===== src/rtl/proj_param_pkg.sv =====
// proj_param_pkg: project-wide sizing parameters shared across pad blocks
package proj_param_pkg;
    localparam int PROJ_GPIO = 4;
endpackage


===== src/rtl/verilab_pads_pkg.sv =====
// verilab_pads_pkg: shared defaults and edge-type enum for the pad input blocks
package verilab_pads_pkg;
    localparam int DEBOUNCE_W_DEF = 8;
    typedef enum logic [1:0] {NONE, RISE, FALL} edge_t;
endpackage


===== src/rtl/verilab_pads_debounce_bit.sv =====
// verilab_pads_debounce_bit: one pad bit -- 2-flop sync, optional debounce, edge pulses
// Debounce counter present only when VERILAB_PADS_GPIO_IN_DEBOUNCE_EN is defined.
import verilab_pads_pkg::*;
module verilab_pads_debounce_bit #(
    parameter int DEBOUNCE_W = DEBOUNCE_W_DEF
) (
    input  logic                  clk,
    input  logic                  rst,
    input  logic                  pad,
    input  logic [DEBOUNCE_W-1:0] n,
    output logic                  stable,
    output logic                  rise,
    output logic                  fall
);
    logic  sync1, sync2, upd;
    edge_t ev;
    always_ff @(posedge clk or posedge rst)
        if (rst) {sync2, sync1} <= '0;
        else     {sync2, sync1} <= {sync1, pad};
`ifdef VERILAB_PADS_GPIO_IN_DEBOUNCE_EN
    logic [DEBOUNCE_W-1:0] cnt;
    // >= lets a threshold lowered mid-count take effect on the next compare
    assign upd = (sync2 != stable) && (cnt >= n);
    always_ff @(posedge clk or posedge rst)
        if (rst) cnt <= '0;
        else     cnt <= (sync2 == stable || upd) ? '0 : cnt + 1'b1;
`else
    logic unused_n;
    assign unused_n = ^n;
    assign upd = sync2 != stable;
`endif
    always_ff @(posedge clk or posedge rst)
        if (rst)      stable <= 1'b0;
        else if (upd) stable <= sync2;
    always_comb ev = upd ? (sync2 ? RISE : FALL) : NONE;
    assign rise = ev == RISE;
    assign fall = ev == FALL;
endmodule


===== src/rtl/verilab_pads_gpio_in.sv =====
// verilab_pads_gpio_in: debounced GPIO inputs with sticky edge interrupt status
// Debounce enabled by VERILAB_PADS_GPIO_IN_DEBOUNCE_EN; otherwise debounce_cnt is ignored.
import verilab_pads_pkg::*;
module verilab_pads_gpio_in #(
    parameter int GPIO       = proj_param_pkg::PROJ_GPIO,
    parameter int DEBOUNCE_W = DEBOUNCE_W_DEF
) (
    input  logic                  clk,
    input  logic                  rst,
    input  logic [GPIO-1:0]       pad_in,
    input  logic [DEBOUNCE_W-1:0] debounce_cnt,
    input  logic [GPIO-1:0]       rise_en,
    input  logic [GPIO-1:0]       fall_en,
    input  logic [GPIO-1:0]       irq_clr,
    output logic [GPIO-1:0]       gpio_val,
    output logic [GPIO-1:0]       irq_status,
    output logic                  irq
);
    logic [GPIO-1:0] rise, fall, set;
    for (genvar i = 0; i < GPIO; i++) begin : g_bit
        verilab_pads_debounce_bit #(.DEBOUNCE_W(DEBOUNCE_W)) u_bit (
            .clk(clk),
            .rst(rst),
            .pad(pad_in[i]),
            .n(debounce_cnt),
            .stable(gpio_val[i]),
            .rise(rise[i]),
            .fall(fall[i])
        );
    end
    assign set = (rise & rise_en) | (fall & fall_en);
    // set wins over a same-cycle clear so no event is lost
    always_ff @(posedge clk or posedge rst)
        if (rst) irq_status <= '0;
        else     irq_status <= (irq_status & ~irq_clr) | set;
    assign irq = |irq_status;
endmodule


===== config.mk =====
export PLATFORM = sky130hd
export DESIGN_NAME = verilab_pads_gpio_in
export DESIGN_NICKNAME = d
export VERILOG_FILES = /design/src/rtl/proj_param_pkg.sv /design/src/rtl/verilab_pads_pkg.sv /design/src/rtl/verilab_pads_debounce_bit.sv /design/src/rtl/verilab_pads_gpio_in.sv
export SDC_FILE = /design/constraint.sdc
export NUM_CORES = 1
export LEC_CHECK = 0
export CAP_MARGIN = 20
export CORE_MARGIN = 8
export CORE_UTILIZATION = 34
export DETAILED_ROUTE_END_ITERATION = 12
export PLACE_DENSITY = 0.73
export SYNTH_ARGS = -nofsm -noshare
export SYNTH_HDL_FRONTEND = slang
export SYNTH_SLANG_ARGS = --single-unit
export TNS_END_PERCENT = 1

===== constraint.sdc =====
create_clock -name clk -period 0.9 [get_ports clk]
set_input_delay 0.18 -clock clk [delete_from_list [all_inputs] [get_ports clk]]
set_output_delay 0.18 -clock clk [all_outputs]
set_load 0.01 [all_outputs]

==> flow_summary.json, run 1 <==
{
  "status": "complete, but fails checks",
  "violations": "setup timing",
  "layout_common_cells": "clkdlybuf4s50_1, dfrtp_1, buf_4",
  "total_power_mw": 2.70,
  "cts_buffers": 3,
  "portBuffers": 26,
  "setup_viol": 17,
  "cp.required_ns": 0.72,
  "met3_usage_pct": 3.81,
  "die_x_um": 60.4,
  "place_area_um2": 1030,
  "drive_above_1_share_pct": 39.8,
  "die_h_um": 60.4,
  "r2r-start": "g_bit[0].u_bit.stable$_DFFE_PP0P_",
  "grt_overflow_total": 0,
  "core_area_um2": 1900,
  "ys_warn_count": 0,
  "tightest_slew_ns": 0.149,
  "final_max_slew_viol_count": 0,
  "wl_per_cell_um": 11.9,
  "cts_tree": "done",
  "hold_violations": 0,
  "clock-sinks": 16,
  "clk_latency_ns": 0.27,
  "p_per_area_nw_per_um2": 2410,
  "irDropWorstVdd_mv": 1.08,
  "critPathMaxFanout": 2,
  "p_int_mw": 1.84,
  "grt_setup_unrepaired": "true",
  "setup_ws_ns": -0.242,
  "grtUsageMet1_pct": 9.60,
  "globalplace.congestion": 0.675,
  "layout.nets": 133,
  "final_common_cell": "clkdlybuf4s50_1",
  "diodes": 0,
  "grt_max_degree": 17,
  "htree_num_levels": 1,
  "netlist_area_um2": 671,
  "crit-reg2reg-capture": "irq_status[0]$_DFF_PP0_",
  "worstSetupStartpoint": "irq_status[1]$_DFF_PP0_",
  "cts_hold_buf": 0,
  "syn-instance-count": 58,
  "finClkSkew_ns": 0.000562,
  "fin_crit_sh_pct": 127,
  "ff2ff_path_depth": 5,
  "drt-total-wl_um": 1490,
  "first_iter_violations": 5,
  "worstSetupEndpointType": "output pin",
  "ys_seq_area_share_pct": 59.7,
  "grt_pass1_vias": 568,
  "maxSlewHeadroom_pct": 90.0,
  "drc_errors": 0,
  "pwr-share-comb_pct": 46.8,
  "crit_chain": "inv_2 > nand4_1 > buf_2",
  "reg2reg_slack_ns": -0.16,
  "worst_path_max_delay_cell": "dfrtp_1",
  "critPathKind": "reg -> out",
  "syn_area_per_cell_um2": 11.6,
  "syn_nets": 92,
  "drtAntennaViolNets": 0,
  "path_clk_slew_ns": 0.09,
  "slowest_delay_ns": 0.40,
  "dieArea_um2": 3650,
  "viasPerCell": 4.14,
  "fp-row-count": 16,
  "finalInstanceArea_um2": 1120,
  "cp.arrival_ns": 0.96,
  "p_clk_share_pct": 16.7,
  "clk_path_buf_depth": 2,
  "met2_usage_pct": 15.5,
  "hold_class": "in -> async",
  "start_kind": "flip-flop",
  "fillers": 160,
  "area_delta_synth_final_pct": 66.8,
  "netSwitchingPower_mw": 0.857,
  "gr-usage-all-layers_pct": 8.71,
  "antenna_found_initial": 0,
  "p_leak_nw": 0.534,
  "dp_hpwl_um": 1160,
  "synth_seq_cells": 16,
  "pwr-share-seq_pct": 36.5,
  "holdWs_ns": 0.201,
  "vias": 518,
  "min_period_ns": 1.14,
  "yosysUniqueCellTypes": 8,
  "p_sw_share_pct": 31.8,
  "max_freq_mhz": 876,
  "post-place-ws_ns": -0.282,
  "grt_pass1_wl_um": 2420,
  "grt-busiest-layer": "met2",
  "drtPass1Iterations": 2,
  "start_util_pct": 35.3,
  "io_pins": 35,
  "cts_root_buf": "clkbuf_4",
  "maxCapViolations": 0
}
-- synthesized netlist by cell type, drive strengths merged --
library cell / n / share of area, %
nand4: 1 / 0.93
inv: 13 / 7.3
ha: 8 / 15
o21ai: 8 / 6.0
dfrtp: 16 / 60
a22oi: 4 / 4.5
nand2: 4 / 2.2
buf: 4 / 4.5
-- kinds of logic (layout without fill, tap and decap cells) --
kind of cell,count (synthesis),in the layout,share of synthesized area (%)
DFF,16,16,59.7
AOI/OAI and AO/OA,12,12,10.4
adders and majority gates,8,8,14.9
and+or+nand+nor,5,5,3.17
buffers and inverters,17,57,11.8
-- worst max-delay path by stage --
stage,end,slack (ns),cells after the start
floorplan,irq_status[0]$_DFF_PP0_,-0.009,4
global route,irq,-0.32,3
global placement,irq,-0.27,3
detailed placement,irq,-0.28,3
finish,irq,-0.24,3
CTS,irq,-0.25,3
-- layout make-up --
class | count | area [um^2] | area share, %
Sequential cell | 16 | 400 | 35.8
Timing Repair Buffer | 40 | 345 | 30.9
Multi-Input combinational cell | 25 | 254 | 22.7
Inverter | 13 | 48.8 | 4.36
Clock buffer | 4 | 36.3 | 3.24
Tap cell | 27 | 33.8 | 3.02
-- worst max-delay path, delay by kind of cell, from the launching register on --
family / cells / cell delay [ns]
flops: 1 / 0.40
buf+inv: 2 / 0.21
simple gates: 1 / 0.09
-- layer usage --
layer	wire (um)	vias up
met5	0	-
met4	0	0
met3	141	0
met2	739	19
met1	608	238
li1	-	261
-- registers in the layout, indices dropped and copies added, names as in the netlist --
register,cells
irq_status,4
g_bit.u_bit.sync2,4
g_bit.u_bit.stable,4
g_bit.u_bit.sync1,4
-- power by group through the flow --
stage / Combinational, mW / Sequential (mW) / Clock, mW
after floorplan: 0.515 / 1.05 / 0
after global placement: 1.09 / 0.997 / 0
after detailed placement: 1.13 / 1.01 / 0
after CTS: 1.22 / 0.978 / 0.476
after global routing: 1.43 / 1.01 / 0.514
final: 1.26 / 0.984 / 0.450
-- repair_timing --
item                       CTS  global route
setup endpoints to repair   17            17
gates resized for setup     36            12
pin swaps                    4             1
setup buffers                3             0
-- metrics by stage --
stage	TNS, ns	cells	util [%]
2_1_floorplan	-0.0294	58	-
3_3_place_gp	-2.17	118	54.1
3_5_place_dp	-2.42	118	54.1
4_1_cts	-2.30	125	58.6
5_1_grt	-2.76	125	58.8
6_report	-1.78	125	58.8
(Power assumes the default switching activity.)
==> run 2: changes to the inputs <==
--- a/config.mk
+++ b/config.mk
@@ -8,6 +8,7 @@
 export CAP_MARGIN = 20
 export CORE_MARGIN = 8
 export CORE_UTILIZATION = 34
+export CTS_CLUSTER_SIZE = 30
 export DETAILED_ROUTE_END_ITERATION = 12
 export PLACE_DENSITY = 0.73
 export SYNTH_ARGS = -nofsm -noshare
==> results of run 2 <==
No change in the layout: final DEF, timing and power equal those of run 1.
==> run 3: changes to the inputs <==
--- a/config.mk
+++ b/config.mk
@@ -6,7 +6,6 @@
 export NUM_CORES = 1
 export LEC_CHECK = 0
 export CAP_MARGIN = 20
-export CORE_MARGIN = 8
 export CORE_UTILIZATION = 34
 export CTS_CLUSTER_SIZE = 30
 export DETAILED_ROUTE_END_ITERATION = 12
==> run 3 against run 2 <==
Net effect:
- the run still ends with setup timing left
- flip-flop and latch count stayed put
- combinational power hardly changed
- register-to-register slack better by 0.02 ns
- utilization is 4.1 points higher
- clock power is 23% lower
==> flow_summary.json, run 3 (synthesis results as in run 1) <==
{
  "drc_errors": 0,
  "final_common_cell": "clkdlybuf4s50_1",
  "grt_pass1_wl_um": 2000,
  "p_clk_share_pct": 13.1,
  "drt-total-wl_um": 1250,
  "fin_crit_sh_pct": 126,
  "cp.required_ns": 0.72,
  "pwr-share-seq_pct": 38.0,
  "layout.nets": 135,
  "drtAntennaViolNets": 0,
  "path_clk_slew_ns": 0.09,
  "die_h_um": 46.4,
  "core_area_um2": 1780,
  "wl_per_cell_um": 10.1,
  "p_per_area_nw_per_um2": 2360,
  "grt_max_degree": 17,
  "antenna_found_initial": 0,
  "p_int_mw": 1.80,
  "grt_setup_unrepaired": "true",
  "worstSetupEndpointType": "output pin",
  "fp-row-count": 15,
  "clock-sinks": 16,
  "finClkSkew_ns": 0.000910,
  "start_util_pct": 37.6,
  "tightest_slew_ns": 0.154,
  "die_x_um": 46.4,
  "htree_num_levels": 1,
  "globalplace.congestion": 0.655,
  "fillers": 139,
  "maxCapViolations": 0,
  "drtPass1Iterations": 2,
  "first_iter_violations": 3,
  "clk_latency_ns": 0.27,
  "irDropWorstVdd_mv": 1.29,
  "io_pins": 35,
  "dp_hpwl_um": 924,
  "start_kind": "flip-flop",
  "hold_violations": 0,
  "cts_hold_buf": 0,
  "final_max_slew_viol_count": 0,
  "gr-usage-all-layers_pct": 13.6,
  "pwr-share-comb_pct": 48.9,
  "portBuffers": 26,
  "diodes": 0,
  "cts_tree": "done",
  "dieArea_um2": 2150,
  "tns_ns": -1.76,
  "cts_root_buf": "clkbuf_4",
  "critPathMaxFanout": 2,
  "vias": 515,
  "netSwitchingPower_mw": 0.848,
  "critPathKind": "reg -> out",
  "clk_path_buf_depth": 2,
  "cp.arrival_ns": 0.96,
  "hold_class": "in -> async",
  "drive_above_1_share_pct": 38.4,
  "setup_ws_ns": -0.235,
  "grt_pass1_vias": 525,
  "viasPerCell": 4.15,
  "p_sw_share_pct": 32.1,
  "max_freq_mhz": 881,
  "setup_viol": 17,
  "area_delta_synth_final_pct": 67.2,
  "total_power_mw": 2.64,
  "violations": "setup timing",
  "grt_overflow_total": 0,
  "status": "complete, but fails checks",
  "layout_common_cells": "clkdlybuf4s50_1, dfrtp_1, buf_4",
  "min_period_ns": 1.14,
  "p_leak_nw": 0.540,
  "cts_buffers": 3,
  "maxSlewHeadroom_pct": 89.8
}
[run 3: metrics by stage]
step	cells	utilization [%]	hold WS [ns]	setup slack [ns]	cell area, um^2
floorplan	58	-	0.0937	-0.00902	671
global placement	116	57.6	0.333	-0.260	1030
detailed placement	116	57.6	0.335	-0.297	1030
CTS	123	62.7	0.200	-0.241	1120
global route	124	62.9	0.217	-0.307	1120
finish	124	62.9	0.202	-0.235	1120
[run 3: power groups by stage]
stage / combinational [mW] / clock, mW / sequential, mW
floorplan: 0.515 / 0 / 1.05
global placement: 1.06 / 0 / 1.01
detailed placement: 1.11 / 0 / 1.03
CTS: 1.29 / 0.364 / 1.01
global route: 1.44 / 0.407 / 1.03
finish: 1.29 / 0.347 / 1.01
[run 3: worst paths after layout]
path | to | depth (start not counted) | slack, ns | from
setup / recovery | irq | 3 | -0.24 | irq_status[1]$_DFF_PP0_
hold / removal | g_bit[3].u_bit.sync1$_DFF_PP0_ | 3 | 0.20 | rst
setup reg to reg | irq_status[3]$_DFF_PP0_ | 5 | -0.14 | g_bit[3].u_bit.stable$_DFFE_PP0P_
hold reg to reg | g_bit[1].u_bit.sync2$_DFF_PP0_ | 0 | 0.35 | g_bit[1].u_bit.sync1$_DFF_PP0_
max in group asynchronous | irq_status[2]$_DFF_PP0_ | 3 | 0.58 | rst
min in group clk | g_bit[3].u_bit.sync1$_DFF_PP0_ | 1 | 0.34 | pad_in[3]
[run 3: layer usage]
layer / GRT usage [%] / part of all wire (%) / wire length, um / vias up
li1: - / - / - / 266
met1: 14.9 / 40 / 505 / 231
met2: 24.2 / 53 / 663 / 18
met3: 3.92 / 6.6 / 83 / 0
met4: 5.29 / 0 / 0 / 0
met5: 0 / 0 / 0 / -
[run 3: repair_timing]
action	in CTS	in global routing
endpoints found under the setup margin	17	17
pin swaps	6	1
buffers inserted	4	1
gates resized for setup	47	3
[run 3: final cells by class]
| cell class | instances | area [um^2] | share of cell area (%) |
|---|---|---|---|
| clock buffer | 3 | 22.5 | 2.01 |
| tap | 25 | 31.3 | 2.79 |
| multi-input combinational | 25 | 251 | 22.4 |
| timing repair buffer | 42 | 367 | 32.7 |
| sequential | 16 | 400 | 35.7 |
| inverter | 13 | 48.8 | 4.35 |
[run 3: worst max-delay path, cell delays in order, from the launching register on]
cell	delay (ns)
dfrtp_1	0.38
inv_1	0.08
nand4_1	0.08
buf_2	0.15
